File: config.mk
export PLATFORM = sky130hd
export DESIGN_NAME = wb_mux_nport
export DESIGN_NICKNAME = d
export VERILOG_FILES = /design/src/rtl/wb_pkg.sv /design/src/rtl/wb_addr_decode.sv /design/src/rtl/wb_mux_nport.sv
export SDC_FILE = /design/constraint.sdc
export NUM_CORES = 1
export LEC_CHECK = 0
export CORE_AREA = 2 2 314 316
export CTS_BUF_LIST = sky130_fd_sc_hd__clkbuf_8 sky130_fd_sc_hd__clkbuf_16
export CTS_CLUSTER_SIZE = 20
export DETAILED_ROUTE_END_ITERATION = 16
export DIE_AREA = 0 0 316 318
export SYNTH_ARGS = -nofsm -noshare
export SYNTH_HDL_FRONTEND = slang
export SYNTH_SLANG_ARGS = --single-unit
File: constraint.sdc
create_clock -name i_clk -period 2.6 [get_ports i_clk]
set_input_delay 0.26 -clock i_clk [delete_from_list [all_inputs] [get_ports i_clk]]
set_output_delay 0.26 -clock i_clk [all_outputs]
set_load 0.02 [all_outputs]
File: src/rtl/wb_pkg.sv
// rtl/wb_pkg.sv - shared state type, default constants and helpers for the wishbone n-port mux
package wb_pkg;

    typedef enum logic [1:0] {
        ST_IDLE   = 2'd0,
        ST_DECODE = 2'd1,
        ST_ACTIVE = 2'd2,
        ST_RESP   = 2'd3
    } wb_state_t;

    localparam int WB_DEF_NUM_SLAVES = 4;
    localparam int WB_DEF_DATA_WIDTH = 32;
    localparam int WB_DEF_ADDR_WIDTH = 32;
    localparam int WB_DEF_TIMEOUT    = 255;

    // Width of a slave index; a single-slave mux still carries a 1-bit index.
    function automatic int wb_idx_width(input int n);
        return (n > 1) ? $clog2(n) : 1;
    endfunction

endpackage

File: src/rtl/wb_addr_decode.sv
// rtl/wb_addr_decode.sv - combinational prefix/mask decoder, lowest matching slave wins
module wb_addr_decode
    import wb_pkg::*;
#(
    parameter int NUM_SLAVES = WB_DEF_NUM_SLAVES,
    parameter int ADDR_WIDTH = WB_DEF_ADDR_WIDTH,
    parameter int IDX_W      = wb_idx_width(NUM_SLAVES)
) (
    input  logic [ADDR_WIDTH-1:0]            i_adr,
    input  logic [NUM_SLAVES*ADDR_WIDTH-1:0] i_base,
    input  logic [NUM_SLAVES*ADDR_WIDTH-1:0] i_mask,
    output logic                             o_hit,
    output logic [IDX_W-1:0]                 o_idx
);

    // Scan from the highest slave down so the lowest matching index is the last write.
    always_comb begin
        o_hit = 1'b0;
        o_idx = '0;
        for (int i = NUM_SLAVES - 1; i >= 0; i--) begin
            if ((i_adr & i_mask[i*ADDR_WIDTH +: ADDR_WIDTH]) ==
                (i_base[i*ADDR_WIDTH +: ADDR_WIDTH] & i_mask[i*ADDR_WIDTH +: ADDR_WIDTH])) begin
                o_hit = 1'b1;
                o_idx = IDX_W'(i);
            end
        end
    end

endmodule

File: src/rtl/wb_mux_nport.sv
// rtl/wb_mux_nport.sv - single-master to N-slave wishbone mux with address decode and timeout
module wb_mux_nport
    import wb_pkg::*;
#(
    parameter int NUM_SLAVES     = WB_DEF_NUM_SLAVES,
    parameter int DATA_WIDTH     = WB_DEF_DATA_WIDTH,
    parameter int ADDR_WIDTH     = WB_DEF_ADDR_WIDTH,
    parameter int TIMEOUT_CYCLES = WB_DEF_TIMEOUT
) (
    input  logic                             i_clk,
    input  logic                             i_rst_n,
    input  logic [ADDR_WIDTH-1:0]            wbm_adr_i,
    input  logic [DATA_WIDTH-1:0]            wbm_dat_i,
    output logic [DATA_WIDTH-1:0]            wbm_dat_o,
    input  logic                             wbm_we_i,
    input  logic                             wbm_stb_i,
    input  logic                             wbm_cyc_i,
    input  logic [DATA_WIDTH/8-1:0]          wbm_sel_i,
    output logic                             wbm_ack_o,
    output logic                             wbm_err_o,
    output logic                             wbm_rty_o,
    output logic [NUM_SLAVES*ADDR_WIDTH-1:0] wbs_adr_o,
    output logic [NUM_SLAVES*DATA_WIDTH-1:0] wbs_dat_o,
    input  logic [NUM_SLAVES*DATA_WIDTH-1:0] wbs_dat_i,
    output logic [NUM_SLAVES*(DATA_WIDTH/8)-1:0] wbs_sel_o,
    output logic [NUM_SLAVES-1:0]            wbs_we_o,
    output logic [NUM_SLAVES-1:0]            wbs_stb_o,
    output logic [NUM_SLAVES-1:0]            wbs_cyc_o,
    input  logic [NUM_SLAVES-1:0]            wbs_ack_i,
    input  logic [NUM_SLAVES-1:0]            wbs_err_i,
    input  logic [NUM_SLAVES-1:0]            wbs_rty_i,
    input  logic [NUM_SLAVES*ADDR_WIDTH-1:0] wbs_addr,
    input  logic [NUM_SLAVES*ADDR_WIDTH-1:0] wbs_addr_msk,
    output logic [15:0]                      o_err_count
);

    localparam int SEL_WIDTH  = DATA_WIDTH / 8;
    localparam int IDX_W      = wb_idx_width(NUM_SLAVES);
    localparam int TMO_W      = (TIMEOUT_CYCLES > 1) ? $clog2(TIMEOUT_CYCLES + 1) : 1;
    localparam int TMO_LAST_I = (TIMEOUT_CYCLES == 0) ? 0 : TIMEOUT_CYCLES - 1;
    localparam logic [TMO_W-1:0] TMO_LAST = TMO_W'(TMO_LAST_I);
    localparam bit   TMO_EN   = (TIMEOUT_CYCLES != 0);

    wb_state_t               r_state;
    logic [ADDR_WIDTH-1:0]   r_adr;
    logic [DATA_WIDTH-1:0]   r_wdat;
    logic                    r_we;
    logic [SEL_WIDTH-1:0]    r_sel;
    logic [IDX_W-1:0]        r_idx;
    logic [NUM_SLAVES-1:0]   r_slv_en;
    logic [TMO_W-1:0]        r_tmo_cnt;
    logic                    r_ack;
    logic                    r_err;
    logic                    r_rty;
    logic [DATA_WIDTH-1:0]   r_rdat;
    logic [15:0]             r_err_cnt;

    logic                    w_hit;
    logic [IDX_W-1:0]        w_idx;
    logic                    w_s_ack;
    logic                    w_s_err;
    logic                    w_s_rty;
    logic [DATA_WIDTH-1:0]   w_s_dat;
    logic                    w_tmo_hit;

    wb_addr_decode #(
        .NUM_SLAVES (NUM_SLAVES),
        .ADDR_WIDTH (ADDR_WIDTH),
        .IDX_W      (IDX_W)
    ) u_decode (
        .i_adr  (r_adr),
        .i_base (wbs_addr),
        .i_mask (wbs_addr_msk),
        .o_hit  (w_hit),
        .o_idx  (w_idx)
    );

    assign w_s_ack   = wbs_ack_i[r_idx];
    assign w_s_err   = wbs_err_i[r_idx];
    assign w_s_rty   = wbs_rty_i[r_idx];
    assign w_s_dat   = wbs_dat_i[int'(r_idx)*DATA_WIDTH +: DATA_WIDTH];
    assign w_tmo_hit = TMO_EN && (r_tmo_cnt == TMO_LAST);

    // Transaction FSM: capture request, decode, drive one slave, return a single-cycle response.
    always_ff @(posedge i_clk or negedge i_rst_n) begin
        if (!i_rst_n) begin
            r_state   <= ST_IDLE;
            r_adr     <= '0;
            r_wdat    <= '0;
            r_we      <= 1'b0;
            r_sel     <= '0;
            r_idx     <= '0;
            r_slv_en  <= '0;
            r_tmo_cnt <= '0;
            r_ack     <= 1'b0;
            r_err     <= 1'b0;
            r_rty     <= 1'b0;
            r_rdat    <= '0;
        end else begin
            r_ack <= 1'b0;
            r_err <= 1'b0;
            r_rty <= 1'b0;
            case (r_state)
                ST_IDLE: begin
                    if (wbm_cyc_i && wbm_stb_i) begin
                        r_adr   <= wbm_adr_i;
                        r_wdat  <= wbm_dat_i;
                        r_we    <= wbm_we_i;
                        r_sel   <= wbm_sel_i;
                        r_state <= ST_DECODE;
                    end
                end
                ST_DECODE: begin
                    if (!wbm_cyc_i) begin
                        r_state <= ST_IDLE;
                    end else if (w_hit) begin
                        r_idx     <= w_idx;
                        r_slv_en  <= NUM_SLAVES'(1) << w_idx;
                        r_tmo_cnt <= '0;
                        r_state   <= ST_ACTIVE;
                    end else begin
                        r_err   <= 1'b1;
                        r_state <= ST_RESP;
                    end
                end
                ST_ACTIVE: begin
                    r_tmo_cnt <= r_tmo_cnt + TMO_W'(1);
                    // Master abort wins over everything; a real slave answer beats the timeout.
                    if (!wbm_cyc_i) begin
                        r_slv_en <= '0;
                        r_state  <= ST_IDLE;
                    end else if (w_s_err || w_s_rty || w_s_ack) begin
                        r_slv_en <= '0;
                        r_rdat   <= w_s_dat;
                        r_err    <= w_s_err;
                        r_rty    <= !w_s_err && w_s_rty;
                        r_ack    <= !w_s_err && !w_s_rty;
                        r_state  <= ST_RESP;
                    end else if (w_tmo_hit) begin
                        r_slv_en <= '0;
                        r_err    <= 1'b1;
                        r_state  <= ST_RESP;
                    end
                end
                ST_RESP: begin
                    r_state <= ST_IDLE;
                end
                default: begin
                    r_slv_en <= '0;
                    r_state  <= ST_IDLE;
                end
            endcase
        end
    end

    // Saturating tally of error responses seen by the master.
    always_ff @(posedge i_clk or negedge i_rst_n) begin
        if (!i_rst_n) begin
            r_err_cnt <= '0;
        end else if (r_err && (r_err_cnt != 16'hFFFF)) begin
            r_err_cnt <= r_err_cnt + 16'd1;
        end
    end

    assign wbm_dat_o   = r_rdat;
    assign wbm_ack_o   = r_ack;
    assign wbm_err_o   = r_err;
    assign wbm_rty_o   = r_rty;
    assign wbs_cyc_o   = r_slv_en;
    assign wbs_stb_o   = r_slv_en;
    assign wbs_adr_o   = {NUM_SLAVES{r_adr}};
    assign wbs_dat_o   = {NUM_SLAVES{r_wdat}};
    assign wbs_sel_o   = {NUM_SLAVES{r_sel}};
    assign wbs_we_o    = {NUM_SLAVES{r_we}};
    assign o_err_count = r_err_cnt;

endmodule

==> impl_metrics.py <==
metrics = {
    "critical_path": {
        "critPathArrivalTime_ps": 3110,
        "r2r_slack_ps": -140,
        "cp.required_ps": 2970,
        "r2r-end": "wbs_cyc_o[3]$_DFFE_PN0P_",
        "cp_max_fo": 5,
        "r2r-start": "r_adr[25]$_DFFE_PN0P_",
        "r2r_cells": 10,
        "critPathKind": "register to register",
        "critPathLaunchType": "register",
        "worst_setup_path_end_kind": "register",
    },
    "cells_and_area": {
        "syn_to_final_growth_pct": 96.44,
        "drive_above_1_share_pct": 22.18,
        "layout_commonest_cell": "clkdlybuf4s50_1",
        "fin_area_um2": 19680,
        "most-common-layout-cells": "clkdlybuf4s50_1 (802), xor2_1 (132), dfrtp_1 (119)",
        "final_nets": 2050,
    },
    "die": {
        "coreArea_um2": 97410,
        "die_w_um": 316,
        "num_rows": 115,
        "io_pins": 804,
        "start_util_pct": 10.29,
        "die-height_um": 318,
        "dieArea_um2": 100500,
    },
    "global_route": {
        "antenna_found_initial": 13,
        "grt_max_degree": 57,
        "grt_pass1_wl_mm": 72.39,
        "grt_overflow": 0,
        "grt_pass1_vias": 9873,
        "grt_usage_pct": 10.39,
    },
    "place": {
        "dp_hpwl_mm": 45.52,
        "place_congestion": 0.8579,
        "portBuffers": 803,
        "place_ws_ps": -585.9,
        "placed_cell_area_um2": 18700,
    },
    "logic_synthesis": {
        "synth-async-reset-ratio_pct": 100.0,
        "synth_edf_count": 0,
        "synthCells": 892,
        "ys_types": 51,
        "syn-num-nets": 1368,
        "syn_avg_cell_area_um2": 11.23,
        "ys.flop_type": "dfrtp_1",
        "synth_seq_cells": 136,
        "syn-cell-area_um2": 10020,
        "yosysSeqAreaShare_pct": 33.97,
        "yosysWarningCount": 0,
    },
    "clock_network": {
        "cts-root-buf": "clkbuf_16",
        "worstSkewPairLatency_ps": 490,
        "cts.clk_slew.worst_paths_ps": 70,
        "cts_buffers": 17,
        "max-clock-path-buffers": 2,
        "cts.sinks": 136,
        "cts_tree": "built",
        "cts-htree-levels": 4,
    },
    "timing": {
        "worstMarginPinSlew_ps": 753.6,
        "worst_slack_ps": -139.2,
        "slew_violations": 0,
        "fin_crit_ps": 2739,
        "setup-violations-final": 6,
        "grt_setup_unrepaired": "true",
        "finalHoldViolCount": 0,
        "clock_skew_ps": 18.49,
        "clock.fmax_mhz": 365.1,
        "min_period_over_period_pct": 105.4,
        "slew_headroom_pct": 49.76,
    },
    "outcome": {
        "failed_checks": "negative setup slack",
        "status": "finished with violations",
    },
    "job": {
        "drv_cap": 0,
    },
    "detailed_routing": {
        "drt_first_pass_iters": 4,
        "drt-vias-per-instance": 3.253,
        "drcViolationCount": 0,
        "drt_iter0_drc": 295,
        "vias": 9363,
        "routed_wirelength_mm": 53.81,
        "ant_nets": 0,
        "post_drt_wl_per_cell_um": 18.70,
    },
    "power_and_ir_drop": {
        "ir_drop_uv": 504.1,
        "clockPowerShare_pct": 12.4,
        "p_switching_mw": 9.186,
        "swShare_pct": 43.78,
        "leakage_nw": 7.605,
        "p_seq_share_pct": 21.2,
        "p_int_mw": 11.79,
        "power.density_nw_per_um2": 1066,
        "p_comb_share_pct": 66.5,
    },
    "worst_hold_path": {
        "hold_path_class": "primary input to async pin",
    },
}
[stage by stage]
stage               hold slack (ps)  instances  total power, mW  TNS [ps]  util, %
finish                        367.7       2878            20.98    -407.9    20.21
global route                  343.5       2876            22.13     -2155    20.20
CTS                           311.3       2872            21.33    -472.6    20.10
detailed placement            348.4       2821            18.24     -6444    19.19
global placement              344.7       2821            18.20     -5660    19.19
floorplan                    -35.59        892            12.49         0        -
[synthesized netlist by cell type (2+ instances only)]
| cell | n | area [um^2] |
|---|---|---|
| nand2_1 | 15 | 56.30 |
| o21ai_0 | 4 | 20.02 |
| buf_4 | 215 | 1614 |
| buf_2 | 27 | 135.1 |
| nand4_2 | 2 | 25.02 |
| mux2_2 | 101 | 1137 |
| buf_1 | 8 | 30.03 |
| a22oi_1 | 57 | 427.9 |
| nor4_4 | 4 | 85.08 |
| nor3b_1 | 2 | 15.01 |
| nor2_1 | 10 | 37.54 |
| o211ai_1 | 3 | 22.52 |
| ha_1 | 7 | 87.58 |
| a21oi_1 | 7 | 35.03 |
| mux4_2 | 35 | 788.3 |
| or4_1 | 4 | 30.03 |
| o2bb2ai_1 | 2 | 17.52 |
| a22oi_2 | 7 | 87.58 |
| xnor2_1 | 8 | 70.07 |
| o31ai_1 | 3 | 22.52 |
| xor2_1 | 134 | 1174 |
| nand3_1 | 11 | 55.05 |
| dfrtp_1 | 136 | 3403 |
| nand2b_1 | 2 | 12.51 |
| a31oi_1 | 4 | 25.02 |
| and3_1 | 10 | 62.56 |
| mux2_1 | 2 | 22.52 |
| o41ai_1 | 6 | 52.55 |
| clkbuf_1 | 10 | 37.54 |
| inv_1 | 10 | 37.54 |
| nand4_1 | 20 | 125.1 |
| buf_6 | 7 | 78.83 |
[registers in the layout, summed over array words and instances (netlist names), 2 cells and up]
register     cells
r_adr           32
r_wdat          32
wbm_dat_o       32
o_err_count     16
r_tmo_cnt        8
r_sel            4
wbs_cyc_o        4
r_idx            2
r_state          2
[timing repair]
item	CTS	global route
resized for setup	35	15
pin swaps	28	3
hold endpoints to repair	45	0
hold buffers	1	0
setup buffers	19	2
setup endpoints to repair	16	16
[cell type report]
cell class | instances | area, um^2
diodes | 4 | 10.01
clock buffers | 19 | 452.9
clock inverters | 13 | 143.9
fillers | 10630 | 77730
inverters | 11 | 41.29
multi-input cells | 478 | 4858
flip-flops and latches | 136 | 3425
well taps | 1287 | 1610
repair buffers | 930 | 9141
[kinds of logic (layout without fill, tap and decap cells)]
kind of cell,count (synthesis),count (layout),share of synthesized area (%)
compound gates,102,102,8.092
xor+xnor,142,142,12.41
fa+ha+maj,7,7,0.8741
buf+inv,278,973,19.33
flops,136,136,33.97
mux,138,138,19.44
other cells,0,4,0
simple gates,89,89,5.882
[routing by layer]
layer | share of wire (%) | track usage (%) | up-vias
met4 | 2.0 | 3.486 | 14
li1 | - | - | 4305
met3 | 9.4 | 3.776 | 60
met1 | 38 | 11.62 | 4529
met5 | 0.19 | 0 | -
met2 | 50 | 18.08 | 455
[worst max-delay path, cell delays in order (launching register included)]
cell and delay (ps):
dfrtp_1 400, buf_12 160, xor2_4 210, a22oi_2 180, nand4_1 330, buf_4 270
nor4_4 110, buf_4 170, nor2_2 50, or4_4 440, o41ai_2 280
[power groups by stage]
stage          Clock, mW  Combinational (mW)  Sequential [mW]
2_1_floorplan          0                7.56             4.93
3_3_place_gp           0                13.7             4.49
3_5_place_dp           0                13.7             4.52
4_1_cts             2.77                14.1             4.48
5_1_grt             2.83                14.7             4.61
6_report            2.60                13.9             4.44
[worst max-delay path by stage]
stage                                from                        to  depth (start not counted)
global placement            wbs_addr[127]  wbs_cyc_o[3]$_DFFE_PN0P_                         10
global route        r_adr[25]$_DFFE_PN0P_  wbs_cyc_o[0]$_DFFE_PN0P_                         13
detailed placement          wbs_addr[127]  wbs_cyc_o[3]$_DFFE_PN0P_                         10
CTS                 r_adr[18]$_DFFE_PN0P_  wbs_cyc_o[3]$_DFFE_PN0P_                         10
finish              r_adr[25]$_DFFE_PN0P_  wbs_cyc_o[3]$_DFFE_PN0P_                         10
floorplan           r_adr[23]$_DFFE_PN0P_  wbs_cyc_o[1]$_DFFE_PN0P_                          8
Power figures use the tool's default switching activity.
